--- config.mk ---
export PLATFORM = sky130hd
export DESIGN_NAME = gray_sync_rx_flat
export DESIGN_NICKNAME = d
export VERILOG_FILES = /design/src/rtl/gray_sync_rx_if.sv /design/src/rtl/gray_sync_rx.sv /design/src/flat_wrapper.sv
export SDC_FILE = /design/constraint.sdc
export NUM_CORES = 1
export LEC_CHECK = 0
export BUFFER_PORTS_ARGS = -buffer_cell sky130_fd_sc_hd__clkbuf_2
export CORE_ASPECT_RATIO = 0.75
export CORE_MARGIN = 2
export CORE_UTILIZATION = 54
export DETAILED_ROUTE_END_ITERATION = 8
export PLACE_DENSITY = 0.88
export SYNTH_ARGS = -nofsm -noshare
export SYNTH_HDL_FRONTEND = slang
export SYNTH_SLANG_ARGS = --single-unit
export TNS_END_PERCENT = 1
--- constraint.sdc ---
create_clock -name clk -period 3.6 [get_ports clk]
set_input_delay 0.72 -clock clk [delete_from_list [all_inputs] [get_ports clk]]
set_output_delay 0.72 -clock clk [all_outputs]
set_load 0.02 [all_outputs]
--- src/rtl/gray_sync_rx_if.sv ---
// Bus between a Gray-code source and gray_sync_rx: the raw Gray word and error
// clear go in; the decoded value, step strobes and error status come out.
interface gray_sync_rx_if #(
    parameter int N         = 8,
    parameter int ERR_CNT_W = 4
);
    logic [N-1:0]         gray_in;
    logic                 err_clr;
    logic [N-1:0]         bin_out;
    logic [N-1:0]         gray_out;
    logic                 change_pulse;
    logic                 resync_pulse;
    logic [N-1:0]         delta;
    logic                 err_multi;
    logic [ERR_CNT_W-1:0] err_cnt;

    modport master (
        output gray_in, err_clr,
        input  bin_out, gray_out, change_pulse, resync_pulse, delta, err_multi, err_cnt
    );

    modport slave (
        input  gray_in, err_clr,
        output bin_out, gray_out, change_pulse, resync_pulse, delta, err_multi, err_cnt
    );
endinterface

--- src/rtl/gray_sync_rx.sv ---
// Destination-domain receiver for a Gray-coded counter/pointer: synchronizes it,
// accepts changes, decodes to binary and flags transfers that moved more than one bit.
module gray_sync_rx #(
    parameter int N           = 8,
    parameter int SYNC_STAGES = 2,
    parameter int ERR_CNT_W   = 4
) (
    input  logic          clk,
    input  logic          rst,
    gray_sync_rx_if.slave bus
);
    localparam logic [ERR_CNT_W-1:0] ERR_MAX = '1;

    logic [N-1:0]         sync_q [SYNC_STAGES];
    logic [N-1:0]         gray_q;
    logic [N-1:0]         bin_q;
    logic [N-1:0]         delta_q;
    logic                 change_q;
    logic                 resync_q;
    logic                 err_multi_q;
    logic [ERR_CNT_W-1:0] err_cnt_q;

    logic [N-1:0]         gs;
    logic [N-1:0]         gs_bin;
    logic [N-1:0]         diff;
    logic                 step_legal;
    logic                 step_multi;
    logic                 err_multi_d;
    logic [ERR_CNT_W-1:0] err_cnt_d;

    function automatic logic [N-1:0] gray2bin(input logic [N-1:0] g);
        logic [N-1:0] b;
        b[N-1] = g[N-1];
        for (int i = N - 2; i >= 0; i--) begin
            b[i] = b[i+1] ^ g[i];
        end
        return b;
    endfunction

    // NOTE: the sync chain is a handful of flops, not a RAM, so every stage is
    // reset explicitly; leaving it unreset would let X reach the compare stage.
    always_ff @(posedge clk or posedge rst) begin
        if (rst) begin
            for (int k = 0; k < SYNC_STAGES; k++) begin
                sync_q[k] <= '0;
            end
        end else begin
            sync_q[0] <= bus.gray_in;
            for (int k = 1; k < SYNC_STAGES; k++) begin
                sync_q[k] <= sync_q[k-1];
            end
        end
    end

    // NOTE: every signal gets its default before any branch, so no path leaves a
    // value unassigned and no latch is inferred.
    always_comb begin
        gs          = sync_q[SYNC_STAGES-1];
        gs_bin      = gray2bin(gs);
        diff        = gs ^ gray_q;
        // A nonzero diff with a single set bit is a legal Gray step.
        step_legal  = (diff != '0) && ((diff & (diff - N'(1))) == '0);
        step_multi  = (diff != '0) && !step_legal;

        err_multi_d = err_multi_q;
        err_cnt_d   = err_cnt_q;
        if (bus.err_clr) begin
            err_multi_d = 1'b0;
            err_cnt_d   = '0;
        end
        // Applied after the clear so a coincident error restarts the count at 1.
        if (step_multi) begin
            err_multi_d = 1'b1;
            err_cnt_d   = (err_cnt_d == ERR_MAX) ? ERR_MAX : err_cnt_d + ERR_CNT_W'(1);
        end
    end

    always_ff @(posedge clk or posedge rst) begin
        if (rst) begin
            gray_q      <= '0;
            bin_q       <= '0;
            delta_q     <= '0;
            change_q    <= 1'b0;
            resync_q    <= 1'b0;
            err_multi_q <= 1'b0;
            err_cnt_q   <= '0;
        end else begin
            change_q    <= step_legal;
            resync_q    <= step_multi;
            delta_q     <= step_legal ? (gs_bin - bin_q) : '0;
            err_multi_q <= err_multi_d;
            err_cnt_q   <= err_cnt_d;
            if (step_legal || step_multi) begin
                gray_q <= gs;
                bin_q  <= gs_bin;
            end
        end
    end

    assign bus.gray_out     = gray_q;
    assign bus.bin_out      = bin_q;
    assign bus.delta        = delta_q;
    assign bus.change_pulse = change_q;
    assign bus.resync_pulse = resync_q;
    assign bus.err_multi    = err_multi_q;
    assign bus.err_cnt      = err_cnt_q;
endmodule
--- src/flat_wrapper.sv ---
// flat-port wrapper written by rule: the top's interface ports become plain ports
module gray_sync_rx_flat 
#(
    parameter int N           = 8,
    parameter int SYNC_STAGES = 2,
    parameter int ERR_CNT_W   = 4
)
  (clk, rst, bus_gray_in, bus_err_clr, bus_bin_out, bus_gray_out, bus_change_pulse, bus_resync_pulse, bus_delta, bus_err_multi, bus_err_cnt);
  gray_sync_rx_if #(.N(N), .ERR_CNT_W(ERR_CNT_W)) bus_i ();
  input  logic clk;
  input  logic rst;
  input wire logic [$bits(bus_i.gray_in)-1:0] bus_gray_in;
  input wire logic [$bits(bus_i.err_clr)-1:0] bus_err_clr;
  output wire logic [$bits(bus_i.bin_out)-1:0] bus_bin_out;
  output wire logic [$bits(bus_i.gray_out)-1:0] bus_gray_out;
  output wire logic [$bits(bus_i.change_pulse)-1:0] bus_change_pulse;
  output wire logic [$bits(bus_i.resync_pulse)-1:0] bus_resync_pulse;
  output wire logic [$bits(bus_i.delta)-1:0] bus_delta;
  output wire logic [$bits(bus_i.err_multi)-1:0] bus_err_multi;
  output wire logic [$bits(bus_i.err_cnt)-1:0] bus_err_cnt;
  assign bus_i.gray_in = bus_gray_in;
  assign bus_i.err_clr = bus_err_clr;
  assign bus_bin_out = bus_i.bin_out;
  assign bus_gray_out = bus_i.gray_out;
  assign bus_change_pulse = bus_i.change_pulse;
  assign bus_resync_pulse = bus_i.resync_pulse;
  assign bus_delta = bus_i.delta;
  assign bus_err_multi = bus_i.err_multi;
  assign bus_err_cnt = bus_i.err_cnt;
  gray_sync_rx #(.N(N), .SYNC_STAGES(SYNC_STAGES), .ERR_CNT_W(ERR_CNT_W)) u_core (.clk(clk), .rst(rst), .bus(bus_i));
endmodule
==> results.ini <==
[timing]
setup-tns-final_ns=0
hold_viol=0
setup_viol=0
period_needed_ns=3.23
slew_violations=0
fmax_ghz=0.310
fin_ws_ns=0.370
relSlewSlack=0.407
tightest_slew_ns=0.888
rsz0062_at_grt=no
clock_skew_ns=0.00689
fin_crit_sh=0.897

[synth]
synth_area_mm2=0.00204
ys_types=38
synthCells=170
synth_seq_area_share=0.563
synth_edf_count=0
yosys_warnings=0
synth_area_leader_cell=dfrtp_1
synth_top_cell_area_share=0.563
ys_top_cells_by_area=dfrtp_1, ha_1, xor2_1
syn_avg_cell_area_um2=12.0
syn_nets=191
synthFlopType=dfrtp_1
ys_async_sr_fraction=1.00
synth-seq-cells=46

[cts]
root_buffer=clkbuf_8
cts_htree_levels=2
numCtsBuffers=5
cts.sinks=46
cts_setup_buffers=0
clk_latency_ns=0.30
cts_resized=0
clock_path_buffers=2
cts_tree=built
hold_buffers=0
clk_pin_slew_ns=0.08

[setup_path]
regToRegEndpoint=u_core.bus.delta[6]$_DFF_PP0_
path_buf_inv=0
cp.arrival_ns=3.43
slowest_delay_ns=0.43
critPathRequiredTime_ns=3.80
rr_worst_depth=12
slowest_stage=dfrtp_1
startpoint_type=flop
critical_path_class=reg -> reg
rrSetupSlack_ns=0.37
worstPathMaxFanout=4
crit_family=XOR/XNOR gates
endpoint_kind=flop
cp_cell_sequence=xor2_2 -> xnor2_2 -> xnor2_2 -> xor2_2 -> xnor2_1 -> ha_1 -> fa_1 -> nor2b_1 -> o21ai_0 -> a21boi_0 -> o21ai_0 -> a311oi_1
rr_startpoint=u_core.gs[7]$_DFF_PP0_

[floorplan]
coreArea_mm2=0.00364
io_pins=42
die_x_um=75.1
dieArea_mm2=0.00430
initial_core_util=0.562
die_h_um=57.3
fp-row-count=19

[layout]
layout_commonest_cell=dfrtp_1
final_nets=228
drive_gt1_frac=0.298
num_antenna_cells=0
design_area_mm2=0.00234
final_cell_mix=dfrtp_1, clkbuf_2, inv_1
fillers=307
area_growth_pct=14.3

[detailed_routing]
wl_met2_mm=1.51
drc=0
dr_wl_met3_um=187
vias=1260
via_per_inst=4.85
dr.max_layer_used=met4
first_iter_violations=87
ant_nets=0
met1Wirelength_mm=1.41
drt_pass1_iterations=4
avgRoutedWirePerCell_um=12.1
totalWireLength_mm=3.16

[status]
status=finished clean

[place]
placed_area_mm2=0.00223
gp_congestion=0.806
place.port_buffers=41
place_hpwl_mm=2.49
place_ws_ns=0.364

[grt]
grt_pass1_wl_mm=5.41
grt_max_degree=47
grt_pass1_vias=1188
overflow=0
antenna_found_initial=0
grt_usage=0.173

[worst_hold_path]
min_path_type=reg -> reg
hold_path_depth=0
min-delay-start=u_core.sync_q[12]$_DFF_PP0_
whs_endpoint=u_core.gs[4]$_DFF_PP0_

[power]
pwr_density_cell_mw_per_mm2=572
ir_worst_vdd_mv=0.317
power_mw=1.34
p_leak_nw=1.17

[flow_run]
cap_violations=0

[per-layer routing]
layer  global-route usage  vias to the layer above
li1                     -                      626
met1                0.235                      595
met2                0.256                       33
met3               0.0583                        6
met4               0.0714                        0
met5                    0                        -
[power breakdown]
| part | internal (mW) | total [mW] | leakage, nW | switching, mW |
|---|---|---|---|---|
| registers | 0.559 | 0.594 | 0.555 | 0.0355 |
| logic | 0.154 | 0.374 | 0.554 | 0.220 |
| clock network | 0.204 | 0.369 | 0.0579 | 0.164 |
| total | 0.917 | 1.34 | 1.17 | 0.420 |
[per-stage QoR]
stage,std cells,hold WS (ns),util
after floorplan,170,0.331,-
after global placement,252,0.332,0.613
after detailed placement,252,0.335,0.613
after CTS,260,0.345,0.643
after global routing,260,0.361,0.643
final,260,0.344,0.643
[cells by family after synthesis]
family,count (synthesis),share of synthesized area
buf+inv,26,0.0698
flops,46,0.563
xor+xnor,21,0.105
mux,6,0.0324
simple gates,36,0.0869
compound gates,25,0.0783
fa+ha+maj,10,0.0649
[worst max-delay path by stage]
stage               slack [ns]                             to                   start  depth (start not counted)
finish                    0.37  u_core.bus.delta[6]$_DFF_PP0_  u_core.gs[7]$_DFF_PP0_                         12
global route              0.16  u_core.bus.delta[6]$_DFF_PP0_  u_core.gs[7]$_DFF_PP0_                         12
CTS                       0.35  u_core.bus.delta[6]$_DFF_PP0_  u_core.gs[7]$_DFF_PP0_                         12
detailed placement        0.36  u_core.bus.delta[6]$_DFF_PP0_  u_core.gs[7]$_DFF_PP0_                         12
global placement          0.56  u_core.bus.delta[6]$_DFF_PP0_  u_core.gs[7]$_DFF_PP0_                         12
floorplan                 0.61  u_core.bus.delta[6]$_DFF_PP0_  u_core.gs[5]$_DFF_PP0_                         13
[registers in the layout, indices dropped and copies added (netlist names)]
| name | cells |
|---|---|
| u_core.bus.delta | 8 |
| u_core.bus.change_pulse | 1 |
| u_core.bus.resync_pulse | 1 |
| u_core.bus.gray_out | 7 |
| u_core.sync_q | 8 |
| u_core.bus.bin_out | 8 |
| u_core.gs | 8 |
| u_core.bus.err_multi | 1 |
| u_core.bus.err_cnt | 4 |
[Yosys cell counts (all sizes together), types with 6 or more instances]
library cell,n
clkbuf,7
dfrtp,46
ha,9
inv,15
nand2,10
nor2,7
nor2b,6
o21ai,10
xnor2,9
xor2,12
[area by class of cell]
| type | instances | area, µm² | share of cell area |
|---|---|---|---|
| Tap cell | 52 | 65.1 | 0.0278 |
| Multi-Input combinational cell | 98 | 751 | 0.321 |
| Sequential cell | 46 | 1150 | 0.493 |
| Clock buffer | 5 | 68.8 | 0.0294 |
| Timing Repair Buffer | 41 | 205 | 0.0878 |
| Inverter | 15 | 56.3 | 0.0241 |
| Clock inverter | 3 | 40.0 | 0.0171 |
Power figures use the tool's default switching activity.
